## config.mk

```make
export PLATFORM = sky130hd
export DESIGN_NAME = ps2_host_tx
export DESIGN_NICKNAME = d
export VERILOG_FILES = /design/src/rtl/ps2_pkg.sv /design/src/rtl/ps2_line_sync.sv /design/src/rtl/ps2_host_tx.sv
export SDC_FILE = /design/constraint.sdc
export NUM_CORES = 1
export LEC_CHECK = 0
export CAP_MARGIN = 20
export CORE_MARGIN = 8
export CORE_UTILIZATION = 55
export DETAILED_ROUTE_END_ITERATION = 7
export GPL_ROUTABILITY_DRIVEN = 0
export PLACE_DENSITY_LB_ADDON = 0.1
export REMOVE_ABC_BUFFERS = 1
export SLEW_MARGIN = 20
export SYNTH_ARGS = -nofsm -noshare
export SYNTH_HDL_FRONTEND = slang
export SYNTH_HIERARCHICAL = 1
export SYNTH_SLANG_ARGS = --single-unit
```

## constraint.sdc

```tcl
create_clock -name CLK -period 3.05 [get_ports CLK]
set_input_delay 0.915 -clock CLK [delete_from_list [all_inputs] [get_ports CLK]]
set_output_delay 0.915 -clock CLK [all_outputs]
set_load 0.02 [all_outputs]
```

## src/rtl/ps2_pkg.sv

```systemverilog
// Shared types and constants for the PS/2 host-to-device transmitter.
// The frame is start + 8 data (LSB first) + odd parity + stop, then an ACK edge.
package ps2_pkg;

    typedef enum logic [1:0] {
        IDLE    = 2'd0,
        INHIBIT = 2'd1,
        START   = 2'd2,
        FRAME   = 2'd3
    } ps2_state_e;

    localparam int unsigned FRAME_EDGES = 11;
    localparam int unsigned STOP_EDGE   = 10;
    localparam int unsigned EDGE_W      = $clog2(FRAME_EDGES + 1);

    function automatic logic odd_parity(input logic [7:0] d);
        return ~^d;
    endfunction

endpackage

```

## src/rtl/ps2_line_sync.sv

```systemverilog
// Two-flop synchronizer for one PS/2 pin plus a falling-edge strobe.
// All flops reset to 1 (idle line level) so reset release never looks like an edge.
module ps2_line_sync (
    input  logic clk_i,
    input  logic rst_ni,
    input  logic line_i,
    output logic sync_o,
    output logic fall_o
);

    logic meta_q;
    logic sync_q;
    logic prev_q;

    always_ff @(posedge clk_i or negedge rst_ni) begin
        if (!rst_ni) begin
            meta_q <= 1'b1;
            sync_q <= 1'b1;
            prev_q <= 1'b1;
        end else begin
            meta_q <= line_i;
            sync_q <= meta_q;
            prev_q <= sync_q;
        end
    end

    assign sync_o = sync_q;
    assign fall_o = prev_q & ~sync_q;

endmodule

```

## src/rtl/ps2_host_tx.sv

```systemverilog
// PS/2 host transmitter: inhibit KCLK, request-to-send, shift one byte on device
// clock falls, then check the device ACK. *_OE=1 pulls the open-drain pin low.
module ps2_host_tx
    import ps2_pkg::*;
#(
    parameter int unsigned INHIBIT_CYCLES = 5000,
    parameter int unsigned TIMEOUT_CYCLES = 750000
) (
    input  logic       CLK,
    input  logic       RST_N,
    input  logic [7:0] TX_DATA,
    input  logic       TX_START,
    output logic       TX_BUSY,
    output logic       TX_DONE,
    output logic       TX_ERR,
    input  logic       KCLK_IN,
    input  logic       KDATA_IN,
    output logic       KCLK_OE,
    output logic       KDATA_OE
);

    localparam int unsigned INH_W = (INHIBIT_CYCLES > 1) ? $clog2(INHIBIT_CYCLES) : 1;
    localparam int unsigned WD_W  = (TIMEOUT_CYCLES > 1) ? $clog2(TIMEOUT_CYCLES) : 1;

    localparam logic [INH_W-1:0]  INH_LAST  = INH_W'(INHIBIT_CYCLES - 1);
    localparam logic [WD_W-1:0]   WD_LAST   = WD_W'(TIMEOUT_CYCLES - 1);
    localparam logic [EDGE_W-1:0] LAST_EDGE = EDGE_W'(FRAME_EDGES);
    localparam logic [EDGE_W-1:0] STOP_E    = EDGE_W'(STOP_EDGE);

    ps2_state_e        state_q, state_d;
    logic [INH_W-1:0]  inh_q, inh_d;
    logic [WD_W-1:0]   wd_q, wd_d;
    logic [EDGE_W-1:0] edge_q, edge_d;
    logic [EDGE_W-1:0] edge_nxt;
    logic [9:0]        frame_q, frame_d;
    logic              kclk_oe_q, kclk_oe_d;
    logic              kdata_oe_q, kdata_oe_d;
    logic              done_q, done_d;
    logic              err_q, err_d;

    logic kclk_fall;
    logic kclk_sync_unused;
    logic kdata_sync;
    logic kdata_fall_unused;

    ps2_line_sync u_kclk_sync (
        .clk_i  (CLK),
        .rst_ni (RST_N),
        .line_i (KCLK_IN),
        .sync_o (kclk_sync_unused),
        .fall_o (kclk_fall)
    );

    ps2_line_sync u_kdata_sync (
        .clk_i  (CLK),
        .rst_ni (RST_N),
        .line_i (KDATA_IN),
        .sync_o (kdata_sync),
        .fall_o (kdata_fall_unused)
    );

    always_ff @(posedge CLK or negedge RST_N) begin
        if (!RST_N) begin
            state_q    <= IDLE;
            inh_q      <= '0;
            wd_q       <= '0;
            edge_q     <= '0;
            frame_q    <= '0;
            kclk_oe_q  <= 1'b0;
            kdata_oe_q <= 1'b0;
            done_q     <= 1'b0;
            err_q      <= 1'b0;
        end else begin
            state_q    <= state_d;
            inh_q      <= inh_d;
            wd_q       <= wd_d;
            edge_q     <= edge_d;
            frame_q    <= frame_d;
            kclk_oe_q  <= kclk_oe_d;
            kdata_oe_q <= kdata_oe_d;
            done_q     <= done_d;
            err_q      <= err_d;
        end
    end

    // frame_q holds the bits still to be put on KDATA, stop bit in the MSB;
    // the start bit is driven directly on leaving INHIBIT.
    always_comb begin
        state_d    = state_q;
        inh_d      = inh_q;
        wd_d       = wd_q;
        edge_d     = edge_q;
        frame_d    = frame_q;
        kclk_oe_d  = kclk_oe_q;
        kdata_oe_d = kdata_oe_q;
        done_d     = 1'b0;
        err_d      = 1'b0;
        edge_nxt   = edge_q + 1'b1;

        case (state_q)
            IDLE: begin
                kclk_oe_d  = 1'b0;
                kdata_oe_d = 1'b0;
                if (TX_START) begin
                    frame_d   = {1'b1, odd_parity(TX_DATA), TX_DATA};
                    inh_d     = '0;
                    kclk_oe_d = 1'b1;
                    state_d   = INHIBIT;
                end
            end

            INHIBIT: begin
                if (inh_q == INH_LAST) begin
                    kdata_oe_d = 1'b1;
                    state_d    = START;
                end else begin
                    inh_d = inh_q + 1'b1;
                end
            end

            START: begin
                kclk_oe_d = 1'b0;
                edge_d    = '0;
                wd_d      = '0;
                state_d   = FRAME;
            end

            FRAME: begin
                wd_d = wd_q + 1'b1;
                // The ACK edge wins over a watchdog expiry in the same cycle.
                if (kclk_fall && (edge_nxt == LAST_EDGE)) begin
                    done_d     = ~kdata_sync;
                    err_d      = kdata_sync;
                    kdata_oe_d = 1'b0;
                    edge_d     = '0;
                    wd_d       = '0;
                    state_d    = IDLE;
                end else if (wd_q == WD_LAST) begin
                    err_d      = 1'b1;
                    kdata_oe_d = 1'b0;
                    edge_d     = '0;
                    wd_d       = '0;
                    state_d    = IDLE;
                end else if (kclk_fall) begin
                    edge_d = edge_nxt;
                    if (edge_nxt <= STOP_E) begin
                        kdata_oe_d = ~frame_q[0];
                        frame_d    = {1'b1, frame_q[9:1]};
                    end
                end
            end

            default: begin
                state_d = IDLE;
            end
        endcase
    end

    assign TX_BUSY  = (state_q != IDLE);
    assign TX_DONE  = done_q;
    assign TX_ERR   = err_q;
    assign KCLK_OE  = kclk_oe_q;
    assign KDATA_OE = kdata_oe_q;

endmodule

```

==> run metrics, run 1 <==
status complete, no violations; Die W 92.1 um; fill count 452; Hold Vio Cnt, Final 0; Site Rows 27; Avg Cell Area, Syn 9.75 um^2; CP cell instances or4_1 -> or4_4 -> o41ai_4 -> or2_1 -> nand3_1 -> mux2_2; final max-slew violation count 0; RSZ-0062 raised after global routing no; fmax 0.347 GHz; cell family with most CP delay simple AND/OR/NAND/NOR gates; Port-buffer cells 17; area of the multi-input gates 1630 um^2; I/O pin cnt 18; # diodes 0; Leak 1.62 nW; # clock sinks 58; Worst EP arrival 3110 ps; post-route design area 3650 um^2; PnR worst setup slack 165 ps; DP Wirelength 4610 um; DRT Pass-1 Iters 5; Startpoint Class register; DRC Markers 0; Hold Crit Class register to register; first-pass GRT wire length 12300 um; Gate Count Post-Synth 327; Ys Warns 6; Slowest-stage cell, CP or4_1; final cycle utilization of the critical path 94.6%; Reg clk slew, reported paths 70 ps; post_cts resized 0; vias in the first global route 2609; hold buffers post-CTS 0; sw frac 21.5%; Required @ worst endpoint 3280 ps; Cell Pwr Density 435 nW/um^2; actual slew at the worst max-slew pin 832 ps; minimum clock period 2880 ps; CTS Root Cell clkbuf_8; register area 1460 um^2; count of final setup violators 0; routed via count 2522; WL/cell 15.8 um; Via density 5.92; Die Span Y 92.1 um; clock share of power 47.5%; CP max stage delay 530 ps; starting utilization of the core area 57.5%; CTS tree done; Total Neg Setup Slack 0 ps; Detail Route Antenna Nets 0; power share of the combinational group 3.7%; full die area 8490 um^2; Post-Syn Area 3190 um^2; CTS buffer count 9; max_cap viols 0; Worst Path Max Fanout 11; Seq pwr share 48.8%; Pint 1.25 mW; CTS H-Tree Depth 3; Area after DPL 3440 um^2; total net switching power 0.343 mW; core area 5540 um^2; Place WS 196 ps; Routed WL 6750 um; Area growth syn-to-layout 14.6%; Final #Nets 372; Clock Skew 7.32 ps; worst-case clock buffer depth 2; crit path buf inv count 0; Worst setup EP type register; worst skew pair latency 340 ps; GRT Total Usage 17.6%; initial DRC count 123; Max IR drop VDD 0.339 mV; Post-CTS Setup Inserts 0; Slew HR 44.3%; gr ovfl total 0; CP Class register to register; layout cells sized above 1 15.5%; largest net degree at the start of global routing 33; initial antenna violation count 0
## path summary, 6_finish.rpt
kind                       cells after the start             endpoint           startpoint  slack, ps
setup / recovery                               6           state_q[1]             wd_q[15]        170
hold / removal                                 0  u_kdata_sync/sync_o  u_kdata_sync/meta_q        360
setup reg to reg                               6           state_q[1]             wd_q[15]        170
hold reg to reg                                0  u_kdata_sync/sync_o  u_kdata_sync/meta_q        360
max in group asynchronous                      2   u_kclk_sync/prev_q                RST_N       1820
min in group asynchronous                      1             inh_q[9]                RST_N        580
## routing by layer
layer  track usage, %  part of all wire (%)  wire length [um]  up-vias
li1                 -                     -                 -     1218
met2             28.4                    49              3280       64
met1             22.0                    46              3070     1230
met3             4.16                   4.7               315       10
met4             7.92                   1.1                76        0
met5                0                     0                 0        -
## sequential cells by signal, summed over array words and instances (netlist names)
name	cells
KCLK_OE	1
KDATA_OE	1
TX_DONE	1
TX_ERR	1
edge_q	4
frame_q	10
inh_q	13
state_q	2
u_kclk_sync/meta_q	1
u_kclk_sync/prev_q	1
u_kclk_sync/sync_o	1
u_kdata_sync/meta_q	1
u_kdata_sync/sync_o	1
wd_q	20
## cell type report
type / instances / area share, %
Timing Repair Buffer: 23 / 6.09
Clock buffer: 12 / 4.52
Sequential cell: 58 / 39.9
Clock inverter: 4 / 1.34
Inverter: 11 / 1.13
Tap cell: 72 / 2.46
Multi-Input combinational cell: 246 / 44.6
## cell usage in the layout (no fill, tap or decap), types with 3 or more instances in the layout
master	n
mux2_2	18
ha_1	10
a21oi_1	9
a31oi_1	8
nand2_1	31
inv_1	11
nor3_1	11
dfrtp_1	53
and2_1	3
nand4_1	9
nand3_1	14
o21ai_0	24
nor2b_1	3
and3_1	6
clkbuf_8	12
nand2b_1	3
nor4_1	8
clkdlybuf4s50_1	16
mux2i_1	3
xnor2_1	9
nor2_1	28
dfstp_2	5
xor2_1	10
or3_1	3
buf_4	5
## metrics by stage
step / util [%] / total power [mW] / std cells / hold slack, ps
finish: 66.0 / 1.59 / 426 / 358
detailed placement: 62.1 / 0.852 / 410 / 349
CTS: 66.0 / 1.60 / 426 / 359
global route: 66.0 / 1.64 / 426 / 365
global placement: 62.1 / 0.852 / 410 / 347
floorplan: - / 0.814 / 315 / 345
## power by group through the flow
stage	clock network, mW	logic, mW	registers [mW]
5_1_grt	0.797	0.0668	0.777
2_1_floorplan	0	0.0228	0.791
4_1_cts	0.765	0.0610	0.777
6_report	0.755	0.0590	0.777
3_5_place_dp	0	0.0608	0.791
3_3_place_gp	0	0.0605	0.791
(Power assumes the default switching activity.)
==> run 2, diff against run 1 <==
- SETUP_SLACK_MARGIN: not set -> 0.4
- SKIP_LAST_GASP: not set -> 1
==> run 2 against run 1 <==
  * Final cell count is 2.8% higher
  * Power is 0.18% lower
  * Non-clock buffer count is 12 higher
  * Clock-buffer cell count stayed put
  * Critical path depth is 2 higher
  * Combinational power hardly changed
  * Setup slack better by 290 ps
  * Sequential power hardly changed
  * Design area is 4.9% higher
  * Clock skew is 1.6 ps lower
  * Global-route usage is 0.22 points higher
  * Hold slack hardly changed
  * Critical path type unchanged
  * Critical endpoint is now wd_q[14]
  * Largest cell class unchanged
  * Largest power group unchanged
  * Highest routed layer unchanged
==> run metrics, run 2 (synthesis gave the netlist of run 1 again) <==
Slew HR 43.7% (was 44.3%); layout cells sized above 1 20.5% (was 15.5%); worst skew pair latency 340 ps (about the same); Port-buffer cells 17 (unchanged); Area after DPL 3440 um^2 (unchanged); Top reg by flops wd_q (unchanged); Die W 92.1 um (unchanged); Die Span Y 92.1 um (unchanged); Worst Hold End u_kdata_sync/sync_o (unchanged); DRC Markers 0 (unchanged); Crit Reg-Reg Startpoint wd_q[15] (unchanged); Site Rows 27 (unchanged); DP Wirelength 4610 um (unchanged); hold path cells 0 (unchanged); minimum clock period 2600 ps (was 2880 ps); worst-case clock buffer depth 2 (unchanged); core area 5540 um^2 (unchanged); DRT Pass-1 Iters 5 (unchanged); gr ovfl total 0 (unchanged); fmax 0.385 GHz (was 0.347 GHz); Worst setup EP type register (unchanged); # diodes 0 (unchanged); Max IR drop VDD 0.339 mV (about the same); Detail Route Antenna Nets 0 (unchanged); register-to-register setup slack 450 ps (was 170 ps); CTS tree done (unchanged); Final #Nets 384 (was 372); Hold Crit Class register to register (unchanged); I/O pin cnt 18 (unchanged); max_cap viols 0 (unchanged); vias in the first global route 2653 (was 2609); Hold Crit Start u_kdata_sync/meta_q (unchanged); Hold Vio Cnt, Final 0 (unchanged); Routed WL 7270 um (was 6750 um); Startpoint Class register (unchanged); Leak 1.70 nW (was 1.62 nW); final max-slew violation count 0 (unchanged); R2R depth 8 (was 6); post-route design area 3830 um^2 (was 3650 um^2); Area growth syn-to-layout 20.3% (was 14.6%); routed via count 2638 (was 2522); Clock Skew 5.71 ps (was 7.32 ps); initial antenna violation count 0 (unchanged); PnR worst setup slack 451 ps (was 165 ps); first-pass GRT wire length 12500 um (was 12300 um); Pwr Total 1.59 mW (about the same); Placed Instances 410 (unchanged); max reg flops 20 (unchanged); Layout Cells excl Fill 438 (was 426); starting utilization of the core area 57.5% (unchanged); Required @ worst endpoint 3270 ps (was 3280 ps); count of final setup violators 0 (unchanged); most frequent cells in the layout dfrtp_1, nand2_1, nor2_1 (unchanged); Worst EP arrival 2820 ps (was 3110 ps); Cell Pwr Density 414 nW/um^2 (was 435 nW/um^2); Worst R2R End wd_q[14] (was state_q[1]); commonest non-fill, non-tap cell in the layout dfrtp_1 (unchanged); final design utilization 69.2% (was 66.0%); CP Class register to register (unchanged); # clock sinks 58 (unchanged); final cycle utilization of the critical path 85.2% (was 94.6%); RSZ-0062 raised after global routing yes (was no); full die area 8490 um^2 (unchanged); largest net degree at the start of global routing 33 (unchanged); fill count 437 (was 452); GRT Total Usage 17.8% (was 17.6%); Via density 6.02 (was 5.92); Place WS 196 ps (unchanged); top flop regs wd_q x20, inh_q x13, frame_q x10 (unchanged); CTS buffer count 9 (unchanged); Worst Path Max Fanout 6 (was 11); worst hold margin 358 ps (about the same); WL/cell 16.6 um (was 15.8 um); Reg clk slew, reported paths 70 ps (about the same); Total Neg Setup Slack 0 ps (unchanged); actual slew at the worst max-slew pin 841 ps (was 832 ps); status complete, no violations (unchanged); CTS Root Cell clkbuf_8 (unchanged); CTS H-Tree Depth 3 (unchanged); hold buffers post-CTS 0 (unchanged); initial DRC count 162 (was 123)
run 2: cell count changes in the layout (fill, tap and decap cells not counted), sizes merged:
| cell | before | now |
|---|---|---|
| dlygate4sd2 | 0 | 1 |
| buf | 7 | 18 |
| clkbuf | 12 | 13 |
| clkdlybuf4s50 | 16 | 15 |
run 2: worst max-delay path, cell delays in order, from the launching register on:
cell and delay (ps):
dfrtp_1 410, or4_1 500, or4_4 460, o41ai_4 410, buf_4 200, nor2_4 60
buf_4 210, a21oi_1 130, o21ai_0 90
run 2: routing by layer:
layer	GRT usage (%)	share of wire, %	vias up	wire length, um
li1	-	-	1246	-
met1	22.4	43	1285	3150
met2	28.6	50	94	3620
met3	4.16	5.5	13	401
met4	8.05	1.3	0	94
met5	0	0	-	0
run 2: how the worst max path moves through the flow:
stage / end / cells after the start / from
after floorplan: state_q[0] / 6 / wd_q[15]
after global placement: frame_q[5] / 6 / wd_q[15]
after detailed placement: frame_q[6] / 6 / wd_q[15]
after CTS: frame_q[0] / 6 / wd_q[15]
after global routing: wd_q[17] / 8 / wd_q[15]
final: wd_q[14] / 8 / wd_q[15]
run 2: cell type report:
type                       count  area, um^2  area share (%)
multi-input combinational    246        1680            43.9
clock buffer                  12         165            4.31
clock inverter                 4        48.8            1.27
tap                           72        90.1            2.35
timing repair buffer          35         348            9.07
sequential                    58        1460            38.0
inverter                      11        41.3            1.08
run 2: report_power, final:
group / internal (mW) / leakage (nW) / switching [mW]
clock: 0.443 / 0.112 / 0.310
combinational: 0.0310 / 0.830 / 0.0281
sequential: 0.775 / 0.757 / 0.00189
total: 1.25 / 1.70 / 0.340
run 2: timing repair:
item | in CTS | in global routing
resized for setup | 6 | 15
pin swaps | 2 | 6
buffers inserted | 3 | 8
cloned | 0 | 1
endpoints found under the setup margin | 29 | 19
==> run 3, diff against run 2 <==
- HOLD_SLACK_MARGIN: not set -> 0.15
==> results of run 3 <==
Same layout as run 2: the final DEF is identical, and so are final timing and power.
